**src/rtl/pc_sequencer_if.sv**
```systemverilog
// Front-end PC sequencer signal bundle: control/target inputs driven by the
// pipeline, PC and return-address-stack status returned by the sequencer.
// pc_en is a plain qualifier with no backpressure: when it is high at a rising
// clock edge the PC advances or redirects, and it is never stalled by the sequencer.
interface pc_sequencer_if;
  logic        pc_en;
  logic [2:0]  PCSrc;
  logic [31:0] rdat1;
  logic [25:0] immediate26;
  logic [31:0] branch_addr;
  logic        flush;
  logic [31:0] flush_addr;
  logic        exc;
  logic        ras_clr;
  logic [31:0] imemaddr;
  logic [31:0] pc_plus_4;
  logic        ras_empty;
  logic        ras_full;
  logic        ras_ovf;
  logic        ras_unf;
  logic [4:0]  ras_count;

  modport master (
    output pc_en, PCSrc, rdat1, immediate26, branch_addr, flush, flush_addr, exc, ras_clr,
    input  imemaddr, pc_plus_4, ras_empty, ras_full, ras_ovf, ras_unf, ras_count
  );

  modport slave (
    input  pc_en, PCSrc, rdat1, immediate26, branch_addr, flush, flush_addr, exc, ras_clr,
    output imemaddr, pc_plus_4, ras_empty, ras_full, ras_ovf, ras_unf, ras_count
  );
endinterface

```
**src/rtl/pc_sequencer.sv**
```systemverilog
// Program counter sequencer with prioritised redirects (exception, flush,
// jump/branch) and a circular return-address stack for JAL/RET prediction.
module pc_sequencer #(
  parameter logic [31:0] PC_INIT   = 32'h0000_0000,
  parameter logic [31:0] EXC_VEC   = 32'h0000_0080,
  parameter int          RAS_DEPTH = 4
) (
  input logic           CLK,
  input logic           RST,
  pc_sequencer_if.slave bus
);
  localparam int         PW      = $clog2(RAS_DEPTH);
  localparam logic [4:0] DEPTH_C = 5'(RAS_DEPTH);

  localparam logic [2:0] SRC_JR     = 3'd0;
  localparam logic [2:0] SRC_JUMP   = 3'd1;
  localparam logic [2:0] SRC_BRANCH = 3'd2;
  localparam logic [2:0] SRC_JAL    = 3'd4;
  localparam logic [2:0] SRC_RET    = 3'd5;

  logic [31:0]   pc, pc_next, pc_plus_4, jump_tgt;
  logic [31:0]   ras_mem [RAS_DEPTH];
  logic [PW-1:0] top, top_next;
  logic [4:0]    count, count_next, eff_count;
  logic          ovf, ovf_next, unf, unf_next, push;

  assign pc_plus_4 = pc + 32'd4;
  assign jump_tgt  = {pc_plus_4[31:28], bus.immediate26, 2'b00};
  // A same-cycle clear wins over any push/pop, even during exc/flush.
  assign eff_count = bus.ras_clr ? 5'd0 : count;

  always_comb begin
    pc_next    = pc;
    top_next   = top;
    count_next = eff_count;
    ovf_next   = ovf;
    unf_next   = unf;
    push       = 1'b0;
    if (bus.exc) begin
      pc_next = EXC_VEC;
    end else if (bus.flush) begin
      pc_next = bus.flush_addr;
    end else if (bus.pc_en) begin
      case (bus.PCSrc)
        SRC_JR:     pc_next = bus.rdat1;
        SRC_JUMP:   pc_next = jump_tgt;
        SRC_BRANCH: pc_next = bus.branch_addr;
        SRC_JAL: begin
          pc_next  = jump_tgt;
          push     = 1'b1;
          top_next = top + PW'(1);
          // A full stack drops its oldest entry; the new one lands on top of it.
          if (eff_count == DEPTH_C) ovf_next = 1'b1;
          else                      count_next = eff_count + 5'd1;
        end
        SRC_RET: begin
          if (eff_count != 5'd0) begin
            pc_next    = ras_mem[top];
            top_next   = top - PW'(1);
            count_next = eff_count - 5'd1;
          end else begin
            pc_next  = bus.rdat1;
            unf_next = 1'b1;
          end
        end
        default:    pc_next = pc_plus_4;
      endcase
    end
  end

  always_ff @(posedge CLK or posedge RST) begin
    if (RST) begin
      pc    <= PC_INIT;
      top   <= '0;
      count <= 5'd0;
      ovf   <= 1'b0;
      unf   <= 1'b0;
    end else begin
      pc    <= pc_next;
      top   <= top_next;
      count <= count_next;
      ovf   <= ovf_next;
      unf   <= unf_next;
    end
  end

  // Entry contents need no reset; count gates whether any entry is visible.
  always_ff @(posedge CLK) begin
    if (push && !RST) ras_mem[top + PW'(1)] <= pc_plus_4;
  end

  assign bus.imemaddr  = pc;
  assign bus.pc_plus_4 = pc_plus_4;
  assign bus.ras_empty = (count == 5'd0);
  assign bus.ras_full  = (count == DEPTH_C);
  assign bus.ras_ovf   = ovf;
  assign bus.ras_unf   = unf;
  assign bus.ras_count = count;
endmodule

```
**src/flat_wrapper.sv**
```systemverilog
// flat-port wrapper written by rule: the top's interface ports become plain ports
module pc_sequencer_flat 
#(
  parameter logic [31:0] PC_INIT   = 32'h0000_0000,
  parameter logic [31:0] EXC_VEC   = 32'h0000_0080,
  parameter int          RAS_DEPTH = 4
)
  (CLK, RST, bus_pc_en, bus_PCSrc, bus_rdat1, bus_immediate26, bus_branch_addr, bus_flush, bus_flush_addr, bus_exc, bus_ras_clr, bus_imemaddr, bus_pc_plus_4, bus_ras_empty, bus_ras_full, bus_ras_ovf, bus_ras_unf, bus_ras_count);
  pc_sequencer_if bus_i ();
  input logic CLK;
  input logic RST;
  input wire logic [$bits(bus_i.pc_en)-1:0] bus_pc_en;
  input wire logic [$bits(bus_i.PCSrc)-1:0] bus_PCSrc;
  input wire logic [$bits(bus_i.rdat1)-1:0] bus_rdat1;
  input wire logic [$bits(bus_i.immediate26)-1:0] bus_immediate26;
  input wire logic [$bits(bus_i.branch_addr)-1:0] bus_branch_addr;
  input wire logic [$bits(bus_i.flush)-1:0] bus_flush;
  input wire logic [$bits(bus_i.flush_addr)-1:0] bus_flush_addr;
  input wire logic [$bits(bus_i.exc)-1:0] bus_exc;
  input wire logic [$bits(bus_i.ras_clr)-1:0] bus_ras_clr;
  output wire logic [$bits(bus_i.imemaddr)-1:0] bus_imemaddr;
  output wire logic [$bits(bus_i.pc_plus_4)-1:0] bus_pc_plus_4;
  output wire logic [$bits(bus_i.ras_empty)-1:0] bus_ras_empty;
  output wire logic [$bits(bus_i.ras_full)-1:0] bus_ras_full;
  output wire logic [$bits(bus_i.ras_ovf)-1:0] bus_ras_ovf;
  output wire logic [$bits(bus_i.ras_unf)-1:0] bus_ras_unf;
  output wire logic [$bits(bus_i.ras_count)-1:0] bus_ras_count;
  assign bus_i.pc_en = bus_pc_en;
  assign bus_i.PCSrc = bus_PCSrc;
  assign bus_i.rdat1 = bus_rdat1;
  assign bus_i.immediate26 = bus_immediate26;
  assign bus_i.branch_addr = bus_branch_addr;
  assign bus_i.flush = bus_flush;
  assign bus_i.flush_addr = bus_flush_addr;
  assign bus_i.exc = bus_exc;
  assign bus_i.ras_clr = bus_ras_clr;
  assign bus_imemaddr = bus_i.imemaddr;
  assign bus_pc_plus_4 = bus_i.pc_plus_4;
  assign bus_ras_empty = bus_i.ras_empty;
  assign bus_ras_full = bus_i.ras_full;
  assign bus_ras_ovf = bus_i.ras_ovf;
  assign bus_ras_unf = bus_i.ras_unf;
  assign bus_ras_count = bus_i.ras_count;
  pc_sequencer #(.PC_INIT(PC_INIT), .EXC_VEC(EXC_VEC), .RAS_DEPTH(RAS_DEPTH)) u_core (.CLK(CLK), .RST(RST), .bus(bus_i));
endmodule
```
**config.mk**
```make
export PLATFORM = sky130hd
export DESIGN_NAME = pc_sequencer_flat
export DESIGN_NICKNAME = d
export VERILOG_FILES = /design/src/rtl/pc_sequencer_if.sv /design/src/rtl/pc_sequencer.sv /design/src/flat_wrapper.sv
export SDC_FILE = /design/constraint.sdc
export NUM_CORES = 1
export LEC_CHECK = 0
export BUFFER_PORTS_ARGS = -buffer_cell sky130_fd_sc_hd__buf_4
export CAP_MARGIN = 20
export CORE_MARGIN = 2
export CORE_UTILIZATION = 50
export CTS_CLUSTER_SIZE = 20
export DETAILED_ROUTE_END_ITERATION = 10
export GPL_TIMING_DRIVEN = 0
export PLACE_DENSITY = 0.75
export REMOVE_ABC_BUFFERS = 1
export SLEW_MARGIN = 15
export SYNTH_ARGS = -nofsm -noshare
export SYNTH_HDL_FRONTEND = slang
export SYNTH_SLANG_ARGS = --single-unit
export TNS_END_PERCENT = 5
```
**constraint.sdc**
```tcl
create_clock -name CLK -period 3.64 [get_ports CLK]
set_input_delay 0.364 -clock CLK [delete_from_list [all_inputs] [get_ports CLK]]
set_output_delay 0.364 -clock CLK [all_outputs]
set_load 0.005 [all_outputs]
```
Word level (Yosys, flattened, before mapping)
Memory sizes are Yosys's and may differ from the RTL's.
Cells that the tools add are included.
Widths: inputs -> output; s select.
- register bits: 41
- memory bits (writable): 128
- input bits: 131
- output and inout port bits: 73
- word-level logic and storage cells: 52
- memories: 1
- add/sub/neg operators: 5
- equal/unequal tests: 7
- muxes and demuxes: 20
- bitwise gates (word level): 3
- reductions and logical operators: 11
- memory list (name ; words ; bits a word ; rd ports ; clocked after Yosys merged registers in ; write ports ; line ; text):
    u_core.ras_mem ; 4 ; 32 ; 1 ; 0 ; 1 ; pc_sequencer.sv:22 ; logic [31:0] ras_mem [RAS_DEPTH];
- operators with widths (kind ; count):
    $mux 32 ; 4
    $pmux 32 s4 ; 1
    $add 32x3->32 const B ; 1
    $mux 5 ; 6
    $reduce_and 5->1 ; 3
    $eq 5x3->1 const B ; 2
    $pmux 5 s2 ; 1
    $eq 3x3->1 const B ; 2
    $mux 1 ; 6
    $add 5x1->5 const B ; 1
    $logic_not 5->1 ; 1
    $reduce_bool 5->1 ; 1
    $sub 5x1->5 const B ; 1
    $pmux 2 s2 ; 1
    $eq 3x1->1 const B ; 1
    $eq 3x2->1 const B ; 1
    $logic_not 3->1 ; 1
    $not 1->1 ; 3
    $reduce_bool 3->1 ; 1
    $add 2x1->2 const B ; 1
    $mux 2 ; 1
    $ne 2x1->1 const B ; 1
    $reduce_bool 2->1 ; 1
    $reduce_or 2->1 ; 1
    3 further kinds ; 3

Depth between registers and ports, before layout
- depth after elaboration: 8
- gate-level depth with buffers: 9
- mapped depth without buffers: 7

Worst setup path before layout
OpenSTA, ideal clock, no wires.
- path type: in2reg
- from: input bus_exc
- to: memory u_core.ras_mem[0][0] (enable)
- arrival time: 2.222 ns
- required time: 3.248 ns
- path slack: 1.026 ns
- cell stages on the path: 7
- path buffers: 1
- cell sequence: clkbuf_1 > nor2_1 > nand2_1 > nor2_1 > nand2_1 > nor2_1 > and2_1
- cells in the longest elaborated chain, start to end: 4
- ends and longest elaborated chain (what ; line ; text):
    from (decl) ; flat_wrapper.sv:19 ; input wire logic [$bits(bus_i.exc)-1:0] bus_exc;
    $mux 1 ; pc_sequencer.sv:39 ; if (bus.exc) begin
    $logic_and 1x1->1 ; pc_sequencer.sv:89 ; if (push && !RST) ras_mem[top + PW'(1)] <= pc_plus_4;
    $mux 1 ; pc_sequencer.sv:89 ;
    $mux 1 (implied by the code) ; pc_sequencer.sv:89 ;
    to (decl) ; pc_sequencer.sv:22 ;
No other way between the ends.

Worst setup path in the final report
- from: register u_core.pc[15], in the netlist u_core.bus.imemaddr[15]
- to: output bus_pc_plus_4[22]
- cells in the longest elaborated chain, start to end: 1
- ends and longest elaborated chain (what ; line ; text):
    from (decl) ; pc_sequencer.sv:21 ; logic [31:0] pc, pc_next, pc_plus_4, jump_tgt;
    from (signal assigned) ; pc_sequencer.sv:79 ; pc <= pc_next;
    $add 32x3->32 ; pc_sequencer.sv:27 ; assign pc_plus_4 = pc + 32'd4;
    to (decl) ; flat_wrapper.sv:22 ; output wire logic [$bits(bus_i.pc_plus_4)-1:0] bus_pc_plus_4;
No other way between the ends.

==> results.yml <==
run_status:
  run_status: "complete, but fails checks"
  failed_checks: "negative hold slack"
clock_tree:
  clkLatencyLatePin_ns: 0.43
  numCtsBuffers: 17
  cts_hold_buf: 0
  worst_case_clock_buffer_depth: 2
  clock_pin_slew_of_the_registers_on_the_worst_case_setup_and_hold_paths_ns: 0.06
  clock_tree.root_cell: "clkbuf_16"
  ctsHtreeMaxLevel: 4
  cts_tree: "built"
  clock-sinks: 169
detailed_routing:
  drt_wl_total_um: 25700
  route.antenna.remaining_nets: 0
  drt_drc_violations_left: 0
  drt_first_pass_iters: 8
  route.vias.total: 6679
  detail_route.iter0.violations: 705
  wire_per_inst_um: 24.4
  routed_via_density: 6.34
logic_synthesis:
  synth.top_cell.area_share_pct: 46.1
  synth.most_common_cell: "edfxtp_1"
  synth_cell_types: 59
  synth_warnings: 0
  netlist_top_cells_area: "edfxtp_1 46%, dfrtp_1 12%, mux4_2 8.7%, xnor2_1 2.5%, nand2_1 2.4%"
  synth.largest_area_cell: "edfxtp_1"
  synth-async-reset-ratio_pct: 24.3
  mappedNetlistArea_um2: 8330
  synth_top_flop_cell: "edfxtp_1"
  synthCells: 627
  synth_seq_area_share_pct: 58.5
  synth-edff-count: 128
  postSynthRegisterBits: 169
  syn-mean-instance-area_um2: 13.3
  synth_common_cells: "128 x edfxtp_1, 53 x nand2_1, 41 x dfrtp_1"
setup_path:
  r2r.worst_path.cells: 5
  cp.arrival_ns: 2.86
  crit-reg2reg-launch: "u_core.bus.ras_count[0]"
  worstSetupEndpoint: "bus_pc_plus_4[22]"
  critical_path.endpoint_type: "output port"
  setup.reg_to_reg.worst_slack_ns: 0.99
  crit_path_start_kind: "flop"
  crit_type: "reg -> out"
  cp-startpoint: "u_core.bus.imemaddr[15]"
  worstPathRequired_ns: 3.28
  worst_r2r_endpoint: "u_core.bus.imemaddr[25]"
  critical_path_peak_fanout: 8
sta:
  period_minus_slack_ns: 3.22
  report.final.setup_viol: 0
  maxSlewViolCount: 0
  fin_worst_hold_slack_ns: -0.00224
  max_freq_ghz: 0.311
  final.setup.worst_slack_ns: 0.420
  hold_viol: 4
  post-route-period-util_pct: 88.5
  rsz0062_at_grt: "no"
  timing.max_slew.rel_slack_pct: 32.7
  clock_skew_ns: 0.00792
  tightest_slew_ns: 1.01
floorplanning:
  rows: 47
  die_w_um: 133
  chipHeight_um: 133
  coreArea_um2: 16400
  pin_count: 204
  total_die_area_um2: 17700
  initial_core_util_pct: 50.8
pwr:
  power.density_nw_per_um2: 481
  irDropWorstVdd_mv: 0.433
  power_leakage_nw: 4.15
  totalPowerFinal_mw: 5.18
cells_and_area:
  multiInputGateArea_um2: 3250
  layout.filler_cells: 1220
  diodes: 0
  syn_to_final_growth_pct: 29.2
  drive_gt1_share_pct: 36.6
  final_net_count: 957
  final-seq-area_um2: 4870
grt:
  first_global_vias: 6855
  grt.total_usage_pct: 29.6
  antenna_found_initial: 0
  pin_count_of_the_biggest_net_entering_global_routing: 37
  globalRouteOverflowTotal: 0
  grt_first_pass_wirelength_um: 39000
min_path:
  min-delay-path-class: "in -> async"
place:
  hpwlAfterDp_um: 17700
  pre_cts_slack_ns: 0.411
  place.gp.congestion: 0.935
  io_buffer_count: 203
run:
  max-cap-violations: 0
-- routing by layer --
layer | share of wire, % | track usage [%] | vias up
met1 | 38 | 38.8 | 3278
met5 | 0 | 0 | -
met4 | 2.8 | 11.1 | 0
li1 | - | - | 2895
met2 | 49 | 48.7 | 444
met3 | 10 | 6.67 | 62
-- cells by family (layout without fill, tap and decap cells) --
| family | count (synthesis) | after routing | synth area share (%) |
|---|---|---|---|
| muxes | 32 | 32 | 8.65 |
| DFF | 169 | 169 | 58.5 |
| buffers and inverters | 55 | 261 | 2.99 |
| adders and majority gates | 6 | 6 | 0.901 |
| AOI/OAI and AO/OA | 164 | 164 | 14.7 |
| and+or+nand+nor | 168 | 168 | 10.6 |
| xor gates and xnor gates | 33 | 33 | 3.65 |
-- report_power, final --
part	switching [mW]	internal [mW]	total (mW)
logic	0.435	0.570	1.01
clock network	0.750	1.08	1.83
registers	0.199	2.15	2.34
-- through the flow --
stage	hold WS, ns	std cells	util (%)	TNS (ns)	area (um^2)
CTS	0.000732	1051	65.4	0	10700
floorplan	0.430	584	-	0	8130
detailed placement	0.450	1019	61.9	0	10200
global placement	0.461	1007	60.5	-63.89	9920
finish	-0.00224	1053	65.6	0	10800
global route	0.0107	1053	65.6	0	10800
-- final cells by class --
class	count	area share (%)
Sequential cell	169	45.3
Timing Repair Buffer	217	16.1
Clock buffer	20	4.06
Multi-Input combinational cell	403	30.2
Clock inverter	12	1.37
Tap cell	220	2.56
Inverter	12	0.419
-- critical path: stages, from the launching register on --
cell	delay, ns
dfrtp_1	0.49
nand3_2	0.20
or3_1	0.57
nor2_1	0.38
and4_1	0.29
xor2_2	0.32
buf_4	0.18
-- worst min path at each step --
stage,start,endpoint,slack (ns),cells past startpoint
global placement,u_core.bus.ras_ovf,u_core.bus.ras_ovf,0.46,2
finish,RST,u_core.bus.ras_unf,-0.002,2
global route,RST,u_core.bus.ras_unf,0.01,2
floorplan,bus_ras_clr,u_core.bus.ras_count[3],0.43,1
detailed placement,RST,u_core.bus.ras_unf,0.45,2
CTS,RST,u_core.bus.ras_unf,0.0007,2
-- sequential cells by signal, summed over array words and instances (netlist names) --
| name | count |
|---|---|
| u_core.bus.ras_ovf | 1 |
| u_core.bus.ras_unf | 1 |
| u_core.top | 2 |
| u_core.bus.imemaddr | 32 |
| u_core.bus.ras_count | 5 |
| u_core.ras_mem | 128 |
-- timing repair --
| action | CTS | global route |
|---|---|---|
| endpoints found under the setup margin | 0 | 2 |
| buffers inserted | 0 | 2 |
| resized for setup | 0 | 1 |
-- cell usage in the layout (no fill, tap or decap), drive strengths merged, types with 8 or more instances in the layout --
cell    Yosys  final
buf        19    217
edfxtp    128    128
nand2      53     53
dfrtp      41     41
o21ai      34     34
nor2       34     34
mux4       32     32
xnor2      25     25
clkbuf     24     20
a21oi      19     19
a221o      19     19
a221oi     16     16
nand3      16     16
a222oi     15     15
nor3       15     15
inv        12     14
o221ai     12     12
a22oi      11     11
xor2        8      8
and2        8      8
Power figures use the tool's default switching activity.
